### src/rtl/attendance_session_ctrl.sv
// attendance_session_ctrl
// Sequencing stage wrapped around the fingerprint attendance checker.
// It accepts one scanner event at a time and walks it through the states
// IDLE -> ARM -> PRESENT -> SAMPLE -> REPORT. During the scan it presents
// OnTime / attendFlag / Fingerprint to the checker in a safe order. It then
// samples AttendanceAccepted and reports one registered result.
//
// Optional feature macro: LATE_LOG_EN (adds the late_count output).
//
// Ports:
//   clk, rst        clock, synchronous active-high reset
//   day_start       pulse: open a new session (clears timer and records)
//   scan_valid/id   scanner event, accepted when scan_ready is high
//   scan_ready      controller idle and able to take a scan
//   fp_out          checker Fingerprint
//   on_time         checker OnTime (live in IDLE, frozen during a scan)
//   attend_flag     checker attendFlag
//   accepted_in     checker AttendanceAccepted
//   result_valid    one-cycle result strobe (REPORT)
//   result_ok/dup   result of the last scan, held until the next REPORT
//   attended        bit k-1 set once employee k has attended
//   attend_count    number of distinct employees attended this session
//   late_count      (LATE_LOG_EN only) saturating count of late scans
module attendance_session_ctrl #(
   parameter int TICKS_PER_MIN = 4,
   parameter int WINDOW_MIN    = 15
) (
   input  logic       clk,
   input  logic       rst,
   input  logic       day_start,
   input  logic       scan_valid,
   input  logic [2:0] scan_id,
   output logic       scan_ready,
   output logic [2:0] fp_out,
   output logic       on_time,
   output logic       attend_flag,
   input  logic       accepted_in,
   output logic       result_valid,
   output logic       result_ok,
   output logic       result_dup,
   output logic [2:0] attended,
   output logic [1:0] attend_count
`ifdef LATE_LOG_EN
   ,
   output logic [3:0] late_count
`endif
);

   localparam int TW = (TICKS_PER_MIN > 1) ? $clog2(TICKS_PER_MIN) : 1;

   typedef enum logic [2:0] {IDLE, ARM, PRESENT, SAMPLE, REPORT} state_t;

   state_t        state_reg, state_next;
   logic          session_reg;
   logic [TW-1:0] tick_reg;
   logic [5:0]    minute_reg;
   logic [2:0]    id_reg;
   logic          flag_reg;
   logic          frozen_reg;
   logic          ok_reg;
   logic          dup_reg;
   logic [2:0]    attended_reg;
   logic [1:0]    count_reg;
   logic [2:0]    id_onehot;
   logic [2:0]    scan_onehot;
   logic          id_valid;
   logic          live_on_time;

   // One-hot decode of the employee codes 1..3; any other code decodes to 0,
   // so "valid" is simply the OR of the decode.
   generate
      for (genvar gi = 0; gi < 3; gi++) begin : g_dec
         assign id_onehot[gi]   = (id_reg == 3'(gi + 1));
         assign scan_onehot[gi] = (scan_id == 3'(gi + 1));
      end
   endgenerate

   assign id_valid     = |id_onehot;
   assign live_on_time = session_reg && (minute_reg < 6'(WINDOW_MIN));

   always_comb begin
      state_next   = state_reg;
      scan_ready   = 1'b0;
      fp_out       = 3'b000;
      // OnTime follows the timer only while idle; during a scan the value
      // captured at acceptance is held so a minute boundary cannot disturb it.
      on_time      = (state_reg == IDLE) ? live_on_time : frozen_reg;
      attend_flag  = flag_reg;
      result_valid = 1'b0;
      case (state_reg)
         IDLE: begin
            scan_ready = !rst && !day_start;
            if (scan_valid && scan_ready) state_next = ARM;
         end
         ARM:     state_next = PRESENT;
         PRESENT: begin
            fp_out     = id_reg;
            state_next = SAMPLE;
         end
         SAMPLE: begin
            fp_out     = id_reg;
            state_next = REPORT;
         end
         REPORT: begin
            result_valid = 1'b1;
            state_next   = IDLE;
         end
         default: state_next = IDLE;
      endcase
   end

`ifdef LATE_LOG_EN
   logic [3:0] late_reg;
   assign late_count = late_reg;
`endif

   always_ff @(posedge clk) begin
      if (rst) begin
         state_reg    <= IDLE;
         session_reg  <= 1'b0;
         tick_reg     <= '0;
         minute_reg   <= '0;
         id_reg       <= '0;
         flag_reg     <= 1'b0;
         frozen_reg   <= 1'b0;
         ok_reg       <= 1'b0;
         dup_reg      <= 1'b0;
         attended_reg <= '0;
         count_reg    <= '0;
`ifdef LATE_LOG_EN
         late_reg     <= '0;
`endif
      end else if (day_start) begin
         // A new session aborts any scan in flight without a result.
         state_reg    <= IDLE;
         session_reg  <= 1'b1;
         tick_reg     <= '0;
         minute_reg   <= '0;
         flag_reg     <= 1'b0;
         attended_reg <= '0;
         count_reg    <= '0;
`ifdef LATE_LOG_EN
         late_reg     <= '0;
`endif
      end else begin
         state_reg <= state_next;
         if (session_reg) begin
            if (tick_reg == TW'(TICKS_PER_MIN - 1)) begin
               tick_reg <= '0;
               if (minute_reg != 6'd63) minute_reg <= minute_reg + 6'd1;
            end else begin
               tick_reg <= tick_reg + TW'(1);
            end
         end
         case (state_reg)
            IDLE: begin
               if (scan_valid) begin
                  id_reg     <= scan_id;
                  flag_reg   <= |(scan_onehot & attended_reg);
                  frozen_reg <= live_on_time;
               end
            end
            SAMPLE: begin
               ok_reg  <= accepted_in;
               dup_reg <= flag_reg;
            end
            REPORT: begin
               flag_reg <= 1'b0;
               // The count tracks distinct employees, so it only moves when
               // a bit is newly set.
               if (ok_reg && id_valid && !(|(attended_reg & id_onehot))) begin
                  attended_reg <= attended_reg | id_onehot;
                  count_reg    <= count_reg + 2'd1;
               end
`ifdef LATE_LOG_EN
               if (id_valid && !dup_reg && !frozen_reg && session_reg &&
                   late_reg != 4'd15)
                  late_reg <= late_reg + 4'd1;
`endif
            end
            default: ;
         endcase
      end
   end

   assign result_ok    = ok_reg;
   assign result_dup   = dup_reg;
   assign attended     = attended_reg;
   assign attend_count = count_reg;

endmodule

### config.mk
export PLATFORM = sky130hd
export DESIGN_NAME = attendance_session_ctrl
export DESIGN_NICKNAME = d
export VERILOG_FILES = /design/src/rtl/attendance_session_ctrl.sv
export SDC_FILE = /design/constraint.sdc
export NUM_CORES = 1
export LEC_CHECK = 0
export ABC_AREA = 1
export BUFFER_PORTS_ARGS = -buffer_cell sky130_fd_sc_hd__buf_2
export CORE_MARGIN = 2
export CORE_UTILIZATION = 54
export DETAILED_ROUTE_END_ITERATION = 6
export GPL_ROUTABILITY_DRIVEN = 1
export PLACE_DENSITY = 0.74
export SETUP_SLACK_MARGIN = 0.15
export SLEW_MARGIN = 20
export SYNTH_ARGS = -nofsm -noshare
export SYNTH_HDL_FRONTEND = slang
export SYNTH_SLANG_ARGS = --single-unit
export TNS_END_PERCENT = 20
### constraint.sdc
create_clock -name clk -period 1.4 [get_ports clk]
set_input_delay 0.28 -clock clk [delete_from_list [all_inputs] [get_ports clk]]
set_output_delay 0.28 -clock clk [all_outputs]
set_load 0.05 [all_outputs]
==> impl_metrics.py <==
metrics = {
    "outcome": {
        "status": "finished, violations left",
        "violations": "setup timing",
    },
    "timing": {
        "rsz0062_at_grt": "true",
        "fin_skew_ps": 5.56,
        "finalSetupViolations": 13,
        "tightest_slew_ps": 362,
        "final.setup.worst_slack_ps": -354,
        "fin_crit_sh_pct": 125,
        "finalSetupTns_ps": -1710,
        "fin_crit_ps": 1750,
        "relSlewSlack_pct": 75.7,
        "max_freq_ghz": 0.570,
        "hold_slack_ps": 137,
        "finalHoldViolations": 0,
        "slew_violations": 0,
    },
    "route": {
        "vias": 1340,
        "drt_iter0_markers": 47,
        "first_pass_iters": 4,
        "via_per_inst": 5.23,
        "wl_per_cell_microns": 13.9,
        "remaining_drc_errors": 0,
        "drt_wl_total_mm": 3.56,
        "ant_nets": 0,
    },
    "yosys": {
        "netlist_area_sq_um": 1240,
        "syn-instance-count": 176,
        "ys_warn_count": 0,
        "synth_seq_cells": 24,
        "ys_types": 27,
        "avgSynthCellArea_sq_um": 7.03,
        "ys_seq_area_share_pct": 38.8,
        "synthesis.nets": 186,
    },
    "setup_path": {
        "critPathKind": "reg2out",
        "cp_max_fo": 2,
        "cp.required_ps": 1120,
        "worst_r2r_startpoint": "minute_reg[1]$_SDFFE_PP0P_",
        "crit_end": "on_time",
        "r2r_end": "frozen_reg$_SDFFE_PP0P_",
        "crit_buf_inv": 2,
        "end_kind": "output port",
        "worstPathCellList": "ha_4 > inv_2 > nor2_2 > nor4_4 > nand2_2 > nand2_4 > buf_8",
        "max_stage_delay_ps": 360,
        "rr_worst_depth": 12,
        "crit_cells": 7,
        "slowest_stage": "dfxtp_2",
        "crit_family": "simple AND/OR/NAND/NOR gates",
        "r2r_slack_ps": -340,
        "cp.arrival_ps": 1470,
        "crit_path_start_kind": "flop",
        "critical_path.startpoint": "minute_reg[0]$_SDFFE_PP0P_",
    },
    "grt": {
        "grt_max_degree": 15,
        "grt_overflow": 0,
        "grt_pass1_wl_mm": 5.53,
        "antenna_found_initial": 0,
        "grt_use_total_pct": 27.7,
        "grt_pass1_vias": 1314,
    },
    "job": {
        "maxCapViolations": 0,
    },
    "placement": {
        "place_ws_ps": -171,
        "placed_cell_area_sq_um": 1490,
        "hpwl_mm": 2.14,
        "io_buffer_count": 21,
        "dp_cells": 236,
        "place_congestion": 0.793,
    },
    "final_layout": {
        "design_area_sq_um": 1860,
        "stdcell_count": 256,
        "largest_register_ff_count": 6,
        "nets": 239,
        "final_util_pct": 84.7,
        "final_layout_size_suffix_gt1_share_pct": 43.9,
        "area_growth_pct": 49.9,
        "n_antenna_cell": 0,
    },
    "cts": {
        "numCtsBuffers": 3,
        "cts_root_buffer": "clkbuf_4",
        "clk_path_buf_depth": 2,
        "hold_buffers": 0,
        "clock_latency_ps": 320,
        "cts_max_level": 1,
        "clock-sinks": 24,
        "cts_tree": "done",
        "clk_pin_slew_ps": 140,
    },
    "floorplanning": {
        "pin_count": 22,
        "core-area_sq_um": 2190,
        "rows": 17,
        "die_area_sq_um": 2690,
        "start_util_pct": 56.5,
        "die_w_microns": 51.9,
        "dieHeight_microns": 51.9,
    },
    "power_and_ir_drop": {
        "ir_worst_vdd_uv": 939,
        "p_leak_nw": 0.892,
        "p_per_area_nw_per_um2": 770,
        "fin_total_pwr_mw": 1.43,
    },
    "worst_hold_path": {
        "worstHoldPathType": "in2reg",
    },
}
-- worst min path at each step --
stage	depth (start not counted)	from	to	slack (ps)
2_1_floorplan	1	rst	session_reg$_SDFFE_PP0P_	350
3_3_place_gp	2	tick_reg[1]$_SDFFE_PP0P_	tick_reg[1]$_SDFFE_PP0P_	450
3_5_place_dp	2	rst	session_reg$_SDFFE_PP0P_	480
4_1_cts	2	rst	session_reg$_SDFFE_PP0P_	140
5_1_grt	2	rst	session_reg$_SDFFE_PP0P_	140
6_report	2	rst	session_reg$_SDFFE_PP0P_	140
-- synth_stat cells (all sizes together) --
master	number	share of area, %
nand3	11	5.3
o21bai	1	0.61
o21ai	6	2.4
inv	35	11
nand4	3	1.5
buf	1	0.40
nor4	1	0.51
o31ai	1	0.61
a211oi	1	0.61
nand2	38	13
o211ai	2	1.2
or2	1	0.51
o21a	1	0.61
a21oi	15	6.4
ha	2	2.0
nor2	26	11
dfxtp	24	39
nor3	3	1.2
xor2	4	2.8
-- worst reg2reg max path: cells and delay by family, from the launching register on --
kind          cells  cell delay, ps
fa+ha+maj         1             140
flops             1             380
simple gates      4             390
buf+inv           7             750
-- routing by layer --
layer / global-route usage [%] / part of all wire, % / wire [microns]
met1: 32.2 / 41 / 1450
met2: 49.4 / 52 / 1850
met3: 4.02 / 5.2 / 187
met4: 12.7 / 2.3 / 83
met5: 0 / 0 / 0
-- layout by cell type (no fill, tap or decap), types with 2 or more instances in the layout --
| master | instances |
|---|---|
| buf_2 | 7 |
| nor2_4 | 8 |
| nor2_2 | 5 |
| nand2_1 | 27 |
| nand3_2 | 2 |
| dfxtp_4 | 2 |
| inv_2 | 6 |
| inv_1 | 28 |
| nand2_2 | 6 |
| buf_4 | 26 |
| nand3_1 | 9 |
| o21ai_1 | 2 |
| nor2_1 | 13 |
| o21ai_0 | 4 |
| xor2_1 | 4 |
| dfxtp_2 | 7 |
| nand4_1 | 3 |
| buf_6 | 13 |
| nand2_4 | 5 |
| buf_8 | 2 |
| a21oi_1 | 14 |
| nor3_1 | 2 |
| clkbuf_4 | 4 |
| dfxtp_1 | 15 |
| o211ai_1 | 2 |
-- timing repair --
action / 4_1_cts / 5_1_grt
buffers inserted: 16 / 0
gates resized for setup: 33 / 35
pin swaps: 6 / 5
setup endpoints to repair: 21 / 32
-- area by class of cell --
type | instances | area (sq um)
clock buffers | 3 | 22.5
clock inverters | 1 | 30.0
fillers | 133 | 335
inverters | 35 | 134
multi-input cells | 116 | 723
flip-flops and latches | 24 | 497
well taps | 28 | 35.0
repair buffers | 49 | 414
-- power by group --
part	switching, mW	internal, mW
logic	0.117	0.0811
registers	0.0176	0.696
clock network	0.228	0.289
total	0.362	1.07
-- cells by family after synthesis --
logic type      count (synthesis)  share of synthesized area [%]
compound gates                 27                           12.4
xor+xnor                        4                           2.83
fa+ha+maj                       2                           2.02
buf+inv                        36                           11.0
flops                          24                           38.8
simple gates                   83                           32.9
Power figures use the tool's default switching activity.
